--- src/rtl/conv213_frame_encoder_if.sv ---
// rtl/conv213_frame_encoder_if.sv - message-in / symbol-out bundle for the (2,1,3) framer
interface conv213_frame_encoder_if;
  logic       u_valid;
  logic       ux;
  logic       u_ready;
  logic [1:0] vx;
  logic       vx_valid;
  logic       tb_en;
  logic       block_start;

  // master: bit source that also observes the symbol stream
  modport master (
    output u_valid,
    output ux,
    input  u_ready,
    input  vx,
    input  vx_valid,
    input  tb_en,
    input  block_start
  );

  // slave: the encoder itself
  modport slave (
    input  u_valid,
    input  ux,
    output u_ready,
    output vx,
    output vx_valid,
    output tb_en,
    output block_start
  );
endinterface

--- src/rtl/conv213_frame_encoder.sv ---
// rtl/conv213_frame_encoder.sv - rate-1/2 (2,1,3) convolutional framer with zero-tail block termination
module conv213_frame_encoder #(
  parameter int         BLOCK_LEN = 20,
  parameter int         TAIL_LEN  = 2,
  parameter logic [2:0] G0        = 3'b111,
  parameter logic [2:0] G1        = 3'b101
) (
  input logic                    clock,
  input logic                    reset,
  conv213_frame_encoder_if.slave bus
);

  localparam int            BW        = $clog2(BLOCK_LEN + 1);
  localparam logic [BW-1:0] LAST_BIT  = BW'(BLOCK_LEN - 1);
  localparam logic [BW-1:0] ONE_BIT   = BW'(1);
  localparam logic [1:0]    LAST_TAIL = 2'(TAIL_LEN - 1);

  typedef enum logic [1:0] {
    S_IDLE = 2'd0,
    S_DATA = 2'd1,
    S_TAIL = 2'd2
  } state_t;

  state_t        r_state;
  state_t        w_state_nxt;
  logic          r_s1;
  logic          r_s2;
  logic [BW-1:0] r_bit_cnt;
  logic [1:0]    r_tail_cnt;
  logic [1:0]    r_vx;
  logic          r_vx_valid;
  logic          r_tb_en;
  logic          r_block_start;

  logic          w_ready;
  logic          w_accept;
  logic          w_shift;
  logic          w_u;
  logic [BW-1:0] w_bit_cnt_nxt;
  logic [1:0]    w_tail_cnt_nxt;
  logic          w_tb_en_nxt;
  logic          w_block_start_nxt;
  logic          w_s1_nxt;
  logic          w_s2_nxt;
  logic [1:0]    w_vx_nxt;
  logic          w_vx_valid_nxt;
  logic [2:0]    w_taps;

  // Ready depends only on state; forced low while reset is held so nothing is accepted mid-reset.
  assign w_ready  = !reset && (r_state != S_TAIL);
  assign w_accept = bus.u_valid && w_ready;

  // FSM next-state: decides whether a bit shifts this cycle and which one, plus framing flags.
  always_comb begin
    w_state_nxt       = r_state;
    w_bit_cnt_nxt     = r_bit_cnt;
    w_tail_cnt_nxt    = r_tail_cnt;
    w_shift           = 1'b0;
    w_u               = 1'b0;
    w_tb_en_nxt       = 1'b0;
    w_block_start_nxt = 1'b0;
    case (r_state)
      S_IDLE: begin
        if (w_accept) begin
          w_shift           = 1'b1;
          w_u               = bus.ux;
          w_block_start_nxt = 1'b1;
          w_bit_cnt_nxt     = ONE_BIT;
          w_state_nxt       = S_DATA;
        end
      end
      S_DATA: begin
        if (w_accept) begin
          w_shift       = 1'b1;
          w_u           = bus.ux;
          w_bit_cnt_nxt = r_bit_cnt + ONE_BIT;
          if (r_bit_cnt == LAST_BIT) begin
            w_tail_cnt_nxt = 2'd0;
            w_state_nxt    = S_TAIL;
          end
        end
      end
      S_TAIL: begin
        // Flush zeros without stalling so the block always closes in state 00.
        w_shift        = 1'b1;
        w_u            = 1'b0;
        w_tail_cnt_nxt = r_tail_cnt + 2'd1;
        if (r_tail_cnt == LAST_TAIL) begin
          w_tb_en_nxt    = 1'b1;
          w_tail_cnt_nxt = 2'd0;
          w_bit_cnt_nxt  = '0;
          w_state_nxt    = S_IDLE;
        end
      end
      default: begin
        w_state_nxt = S_IDLE;
      end
    endcase
  end

  // Encoder datapath: generator taps over {u, s1, s2}; vx holds when nothing shifts.
  always_comb begin
    w_taps         = {w_u, r_s1, r_s2};
    w_s1_nxt       = r_s1;
    w_s2_nxt       = r_s2;
    w_vx_nxt       = r_vx;
    w_vx_valid_nxt = 1'b0;
    if (w_shift) begin
      w_vx_nxt       = {^(G0 & w_taps), ^(G1 & w_taps)};
      w_vx_valid_nxt = 1'b1;
      w_s1_nxt       = w_u;
      w_s2_nxt       = r_s1;
    end
  end

  // State, shift register, counters and registered symbol outputs.
  always_ff @(posedge clock or posedge reset) begin
    if (reset) begin
      r_state       <= S_IDLE;
      r_s1          <= 1'b0;
      r_s2          <= 1'b0;
      r_bit_cnt     <= '0;
      r_tail_cnt    <= 2'd0;
      r_vx          <= 2'b00;
      r_vx_valid    <= 1'b0;
      r_tb_en       <= 1'b0;
      r_block_start <= 1'b0;
    end else begin
      r_state       <= w_state_nxt;
      r_s1          <= w_s1_nxt;
      r_s2          <= w_s2_nxt;
      r_bit_cnt     <= w_bit_cnt_nxt;
      r_tail_cnt    <= w_tail_cnt_nxt;
      r_vx          <= w_vx_nxt;
      r_vx_valid    <= w_vx_valid_nxt;
      r_tb_en       <= w_tb_en_nxt;
      r_block_start <= w_block_start_nxt;
    end
  end

  assign bus.u_ready     = w_ready;
  assign bus.vx          = r_vx;
  assign bus.vx_valid    = r_vx_valid;
  assign bus.tb_en       = r_tb_en;
  assign bus.block_start = r_block_start;

endmodule

--- src/flat_wrapper.sv ---
// flat-port wrapper written by rule: the top's interface ports become plain ports
module conv213_frame_encoder_flat 
#(
  parameter int         BLOCK_LEN = 20,
  parameter int         TAIL_LEN  = 2,
  parameter logic [2:0] G0        = 3'b111,
  parameter logic [2:0] G1        = 3'b101
)
  (clock, reset, bus_u_valid, bus_ux, bus_u_ready, bus_vx, bus_vx_valid, bus_tb_en, bus_block_start);
  conv213_frame_encoder_if bus_i ();
  input logic clock;
  input logic reset;
  input wire logic [$bits(bus_i.u_valid)-1:0] bus_u_valid;
  input wire logic [$bits(bus_i.ux)-1:0] bus_ux;
  output wire logic [$bits(bus_i.u_ready)-1:0] bus_u_ready;
  output wire logic [$bits(bus_i.vx)-1:0] bus_vx;
  output wire logic [$bits(bus_i.vx_valid)-1:0] bus_vx_valid;
  output wire logic [$bits(bus_i.tb_en)-1:0] bus_tb_en;
  output wire logic [$bits(bus_i.block_start)-1:0] bus_block_start;
  assign bus_i.u_valid = bus_u_valid;
  assign bus_i.ux = bus_ux;
  assign bus_u_ready = bus_i.u_ready;
  assign bus_vx = bus_i.vx;
  assign bus_vx_valid = bus_i.vx_valid;
  assign bus_tb_en = bus_i.tb_en;
  assign bus_block_start = bus_i.block_start;
  conv213_frame_encoder #(.BLOCK_LEN(BLOCK_LEN), .TAIL_LEN(TAIL_LEN), .G0(G0), .G1(G1)) u_core (.clock(clock), .reset(reset), .bus(bus_i));
endmodule
--- config.mk ---
export PLATFORM = sky130hd
export DESIGN_NAME = conv213_frame_encoder_flat
export DESIGN_NICKNAME = d
export VERILOG_FILES = /design/src/rtl/conv213_frame_encoder_if.sv /design/src/rtl/conv213_frame_encoder.sv /design/src/flat_wrapper.sv
export SDC_FILE = /design/constraint.sdc
export NUM_CORES = 1
export LEC_CHECK = 0
export CAP_MARGIN = 20
export CORE_MARGIN = 3
export CORE_UTILIZATION = 53
export CTS_CLUSTER_DIAMETER = 60
export DETAILED_ROUTE_END_ITERATION = 16
export PLACE_DENSITY = 0.76
export SKIP_CTS_REPAIR_TIMING = 1
export SLEW_MARGIN = 40
export SYNTH_ARGS = -nofsm -noshare
export SYNTH_HDL_FRONTEND = slang
export SYNTH_SLANG_ARGS = --single-unit
--- constraint.sdc ---
create_clock -name clock -period 2.5 [get_ports clock]
set_input_delay 0.75 -clock clock [delete_from_list [all_inputs] [get_ports clock]]
set_output_delay 0.75 -clock clock [all_outputs]
set_load 0.02 [all_outputs]
Word-level counts from Yosys, hierarchy flattened
Index checks and enable logic that the tools add are counted.

Register bits: 16. Output and inout bits: 6. Word-level logic and storage cells: 53.

Add/sub/neg operators: 2. Eq/ne operators: 9. Multiplexer cells: 21. Reductions and logical operators: 12.

Operators by type and width (number): $mux W5 (3); $pmux W5 S3 (1); $mux W2 (7); $ne A2 B1 Y1 const B (4); $reduce_and A4 Y1 (2); $mux W1 (7); $pmux W2 S3 (1); $reduce_xor A3 Y1 (2); $add A5 B1 Y5 const B (1); $eq A5 B5 Y1 const B (1); $eq A2 B1 Y1 const B (2); $pmux W2 S2 (1); $reduce_and A3 Y1 (1); $reduce_bool A3 Y1 (1); $add A2 B1 Y2 const B (1); $eq A2 B2 Y1 const B (1); $logic_and A1 B1 Y1 (2); $logic_not A2 Y1 (1); $ne A2 B2 Y1 const B (1); $pmux W1 S2 (1); $reduce_bool A2 Y1 (1); $reduce_or A2 Y1 (1); $logic_not A1 Y1 (1).

Logic depth before layout (Yosys ltp)
Depth after elaboration: 6. Depth in mapped cells: 6. Mapped depth without buffers: 6.

Worst setup path before layout
No wires, ideal clock.

Path type: input to register. Start: in reset. End: reg u_core.r_s1. Data arrival time: 1.733 ns. Required time: 2.372 ns. Slack: 0.639 ns. Stages on the path: 3. Cell sequence: or3b_4 > mux2i_4 > mux2_1.

Cells in the longest elaborated chain, start to end: 5. Elaborated cells on any way between the ends: 7. Those cells by class: mux (4); reduce/logical (3).

Ends and longest elaborated chain: start, declared (line flat_wrapper.sv:12) `input logic reset;`; $logic_not A1 Y1 (no source line); $logic_and A1 B1 Y1 (line conv213_frame_encoder.sv:50) `assign w_ready = !reset && (r_state != S_TAIL);`; $logic_and A1 B1 Y1 (line conv213_frame_encoder.sv:51) `assign w_accept = bus.u_valid && w_ready;`; $mux W1 (line conv213_frame_encoder.sv:64, conv213_frame_encoder.sv:73); $pmux W1 S2 (line conv213_frame_encoder.sv:62) `case (r_state)`; named net u_core.w_shift (line conv213_frame_encoder.sv:37) `logic w_shift;`; end signal, assigned (line conv213_frame_encoder.sv:130) `r_s1 <= w_s1_nxt;`; end, declared (line conv213_frame_encoder.sv:26) `logic r_s1;`.

The timed path passes the listed nets, and every way through them passes these cells. A chain may end at the register's enable or synchronous reset.

Final worst setup path
Start: in reset. End: out bus_u_ready.

Cells in the longest elaborated chain, start to end: 2.

Ends and longest elaborated chain: $logic_not A1 Y1 (no source line); $logic_and A1 B1 Y1 (line conv213_frame_encoder.sv:50); end, declared (line flat_wrapper.sv:15) `output wire logic [$bits(bus_i.u_ready)-1:0] bus_u_ready;`.

Every way passes these cells.

==> run summary <==
=================================================================================
Hold Vio Cnt, Final                                                             0
Max-capacitance violation count                                                 0
Fin Setup TNS                                                                0 ps
Initial antenna violation count                                                 0
Root Buffer Master                                                   sky130_fd_sc_hd__clkbuf_4
Via count of the routed design                                                578
Number of top-level design ports                                               10
CTS buffer count                                                                3
Synth Flop Type                                                      sky130_fd_sc_hd__dfrtp_1
Largest vdd supply drop                                                0.000668 V
Clock-pin slew on the worst setup and hold paths                            90 ps
Overflow after GRT                                                              0
Height of the die                                                         45.9 um
Number of global-route vias before repair                                     602
Unrepaired setup endpoints after global routing                             false
Routed len/inst                                                           13.8 um
Area of all placed cells without fillers                                 1020 um2
Warnings, synthesis                                                             0
Area of the die                                                          2100 um2
I/O Buffers                                                                     9
Fmax                                                                      446 MHz
Number of flops mapped to enable cells by yosys                                 0
Share of synthesized registers carrying an async set or reset                1.00
Initial DRC count                                                               3
Layout Area Growth over Synthesis                                           21.2%
Sequential cell area                                                      400 um2
Leak pwr                                                                 0.490 nW
First-pass GRT wire length                                                2670 um
Routability congestion estimate from global placement                       0.850
Post-detailed-placement cell area                                         996 um2
Dpl hpwl                                                                  1160 um
Number of library cell types mapped by synthesis                               30
Post-synthesis cell area                                                  842 um2
Final Routed Wirelength                                                   1500 um
Final clock skew                                                          7.48 ps
CTS tree                                                                     done
Data required time at the worst endpoint                                  1750 ps
Worst slew margin relative to its limit                                     0.590
Final period utilization                                                    0.897
Net total in the final layout                                                 104
Final standard cell utilization of the core                                 0.730
DIE WIDTH                                                                 45.9 um
Final number of setup-violating endpoints                                       0
Worst-path maximum fanout                                                       2
Area of combinational cells with multiple inputs                          419 um2
Arrival time at the worst endpoint                                        1490 ps
Layout cells sized above 1                                                  0.160
H-tree levels                                                                   1
Sequential cell area fraction in the yosys report                           0.475
Antenna diode count                                                             0
Final critical path time including I/O delays and setup                   2240 ps
Number of optimization iterations in the first detailed-route pass              3
Number of standard cells after synthesis                                       76
Mapped Avg Cell Area                                                     11.1 um2
Clock insertion delay at the later pin of the skew report                  280 ps
Area contributors post-synth                                         sky130_fd_sc_hd__dfrtp_1 48%, sky130_fd_sc_hd__ha_1 5.9%, sky130_fd_sc_hd__mux2_1 4.0%
Syn Nets                                                                       84
Floorplan Core Area                                                      1400 um2
Number of instances in the placed design                                      106
Max-slew violations                                                             0
Final-layout fill cell count                                                  112
Overall routing resource usage                                              0.186
Post-synth top area share                                                   0.475
Worst-Margin Slew                                                          614 ps
Cell accounting for the most synthesized area                        sky130_fd_sc_hd__dfrtp_1
Worst min-delay path class                                           flop to flop
TritonCTS sink count                                                           16
Starting density of the core                                                0.602
Nature of the critical path endpoint                                   output pin
Pin count of the biggest net entering global routing                           17
Non-filler instance count after layout                                        109
Setup CP Type                                                        input pin to output pin
CTS max path bufs                                                               2
Number of flip-flops and latches in the synthesized netlist                    16
Power Dens Cells                                                       776 nW/um2
Number of nets with antenna violations after detailed routing                   0
Startpoint types                                                        input pin
Vias per inst                                                                5.30
Overall power                                                          0.000792 W
Std cell rows                                                                  13
Result of the run                                                    complete, no violations
Remaining routing DRC violations                                                0
=================================================================================
## routing by layer
layer	wire (um)	part of all wire	global-route usage
met5	0	0	0
met1	686	0.46	0.222
met4	27	0.018	0.114
met2	758	0.50	0.302
met3	29	0.019	0.0356
## Yosys cell counts (2+ instances only)
cell type	number
sky130_fd_sc_hd__nand2_1	5
sky130_fd_sc_hd__dfrtp_1	16
sky130_fd_sc_hd__inv_1	6
sky130_fd_sc_hd__nor2_1	6
sky130_fd_sc_hd__ha_1	4
sky130_fd_sc_hd__a21oi_1	2
sky130_fd_sc_hd__nor2b_1	3
sky130_fd_sc_hd__mux2_1	3
sky130_fd_sc_hd__o31ai_1	2
sky130_fd_sc_hd__nand3_1	4
sky130_fd_sc_hd__o21ai_0	6
## cells by family (layout without fill, tap and decap cells)
logic type | after synthesis | after routing | synth area share
fa+ha+maj | 4 | 4 | 0.0594
buf+inv | 6 | 24 | 0.0267
flops | 16 | 16 | 0.475
compound gates | 17 | 17 | 0.126
mux | 6 | 6 | 0.0921
xor+xnor | 2 | 2 | 0.0371
simple gates | 25 | 25 | 0.183
## worst paths after layout
kind | from | to | slack, ps | depth (start not counted)
worst max-delay path | reset | bus_u_ready | 260 | 3
worst min-delay path | u_core.r_bit_cnt[4]$_DFFE_PP0P_ | u_core.r_bit_cnt[4]$_DFFE_PP0P_ | 500 | 1
min in group asynchronous | reset | u_core.r_tail_cnt[0]$_DFFE_PP0P_ | 1010 | 3
worst max register to register | u_core.r_state[0]$_DFFE_PP0P_ | u_core.r_s2$_DFFE_PP0P_ | 510 | 6
max in group asynchronous | reset | u_core.r_state[0]$_DFFE_PP0P_ | 1090 | 3
worst min register to register | u_core.r_bit_cnt[4]$_DFFE_PP0P_ | u_core.r_bit_cnt[4]$_DFFE_PP0P_ | 500 | 1
## sequential cells by signal, indices dropped and copies added, names as in the netlist
signal,count
u_core.r_tail_cnt,2
u_core.bus.block_start,1
u_core.r_bit_cnt,5
u_core.r_state,2
u_core.r_s1,1
u_core.bus.vx_valid,1
u_core.bus.tb_en,1
u_core.bus.vx,2
u_core.r_s2,1
## through the flow
stage | setup slack [ps] | hold slack [ps]
final | 258 | 502
after global placement | -119 | 467
after floorplan | 639 | 438
after CTS | -133 | 501
after global routing | 198 | 527
after detailed placement | -132 | 484
## cell usage in the layout, fill, tap and decap left out
| cell | Yosys | routed |
|---|---|---|
| sky130_fd_sc_hd__dfrtp_1 | 16 | 16 |
| sky130_fd_sc_hd__clkdlybuf4s50_1 | 0 | 8 |
| sky130_fd_sc_hd__nor2_1 | 6 | 6 |
| sky130_fd_sc_hd__o21ai_0 | 6 | 6 |
| sky130_fd_sc_hd__inv_1 | 6 | 6 |
| sky130_fd_sc_hd__buf_4 | 0 | 6 |
| sky130_fd_sc_hd__nand2_1 | 5 | 5 |
| sky130_fd_sc_hd__nand3_1 | 4 | 4 |
| sky130_fd_sc_hd__ha_1 | 4 | 4 |
| sky130_fd_sc_hd__mux2_1 | 3 | 3 |
| sky130_fd_sc_hd__nor2b_1 | 3 | 3 |
| sky130_fd_sc_hd__clkbuf_4 | 0 | 3 |
| sky130_fd_sc_hd__a21oi_1 | 2 | 2 |
| sky130_fd_sc_hd__o31ai_1 | 2 | 2 |
| sky130_fd_sc_hd__nand2b_1 | 1 | 1 |
| sky130_fd_sc_hd__and3b_1 | 1 | 1 |
| sky130_fd_sc_hd__o21ba_1 | 1 | 1 |
| sky130_fd_sc_hd__nor3b_2 | 1 | 1 |
| sky130_fd_sc_hd__o22ai_1 | 1 | 1 |
| sky130_fd_sc_hd__or2_1 | 1 | 1 |
| sky130_fd_sc_hd__o21ai_1 | 1 | 1 |
| sky130_fd_sc_hd__or3b_4 | 1 | 1 |
| sky130_fd_sc_hd__nor4bb_1 | 1 | 1 |
| sky130_fd_sc_hd__a31oi_1 | 1 | 1 |
| sky130_fd_sc_hd__mux2i_4 | 1 | 1 |
| sky130_fd_sc_hd__nor3b_4 | 1 | 1 |
| sky130_fd_sc_hd__xnor2_1 | 1 | 1 |
| sky130_fd_sc_hd__a21o_1 | 1 | 1 |
| sky130_fd_sc_hd__o21a_1 | 1 | 1 |
| sky130_fd_sc_hd__mux2_2 | 1 | 1 |
| sky130_fd_sc_hd__xnor3_1 | 1 | 1 |
| sky130_fd_sc_hd__a21oi_2 | 1 | 1 |
| sky130_fd_sc_hd__mux2i_1 | 1 | 1 |
| sky130_fd_sc_hd__dlymetal6s2s_1 | 0 | 1 |
## area by class of cell
cell class	instances	share of cell area
Clock buffer	3	0.0221
Tap cell	15	0.0184
Timing Repair Buffer	15	0.135
Inverter	6	0.0221
Sequential cell	16	0.392
Multi-Input combinational cell	54	0.411
## power by group
group / internal, W / switching [W] / total (W) / leakage (nW)
Clock: 0.0000559 / 0.0000740 / 0.000130 / 0.0138
Combinational: 0.000151 / 0.000178 / 0.000329 / 0.265
Sequential: 0.000299 / 0.0000347 / 0.000334 / 0.211
## worst max-delay path, cell delays in order
cell and delay [ps]:
sky130_fd_sc_hd__clkdlybuf4s50_1 420, sky130_fd_sc_hd__nor2_1 100, sky130_fd_sc_hd__dlymetal6s2s_1 220
(Power assumes the default switching activity.)
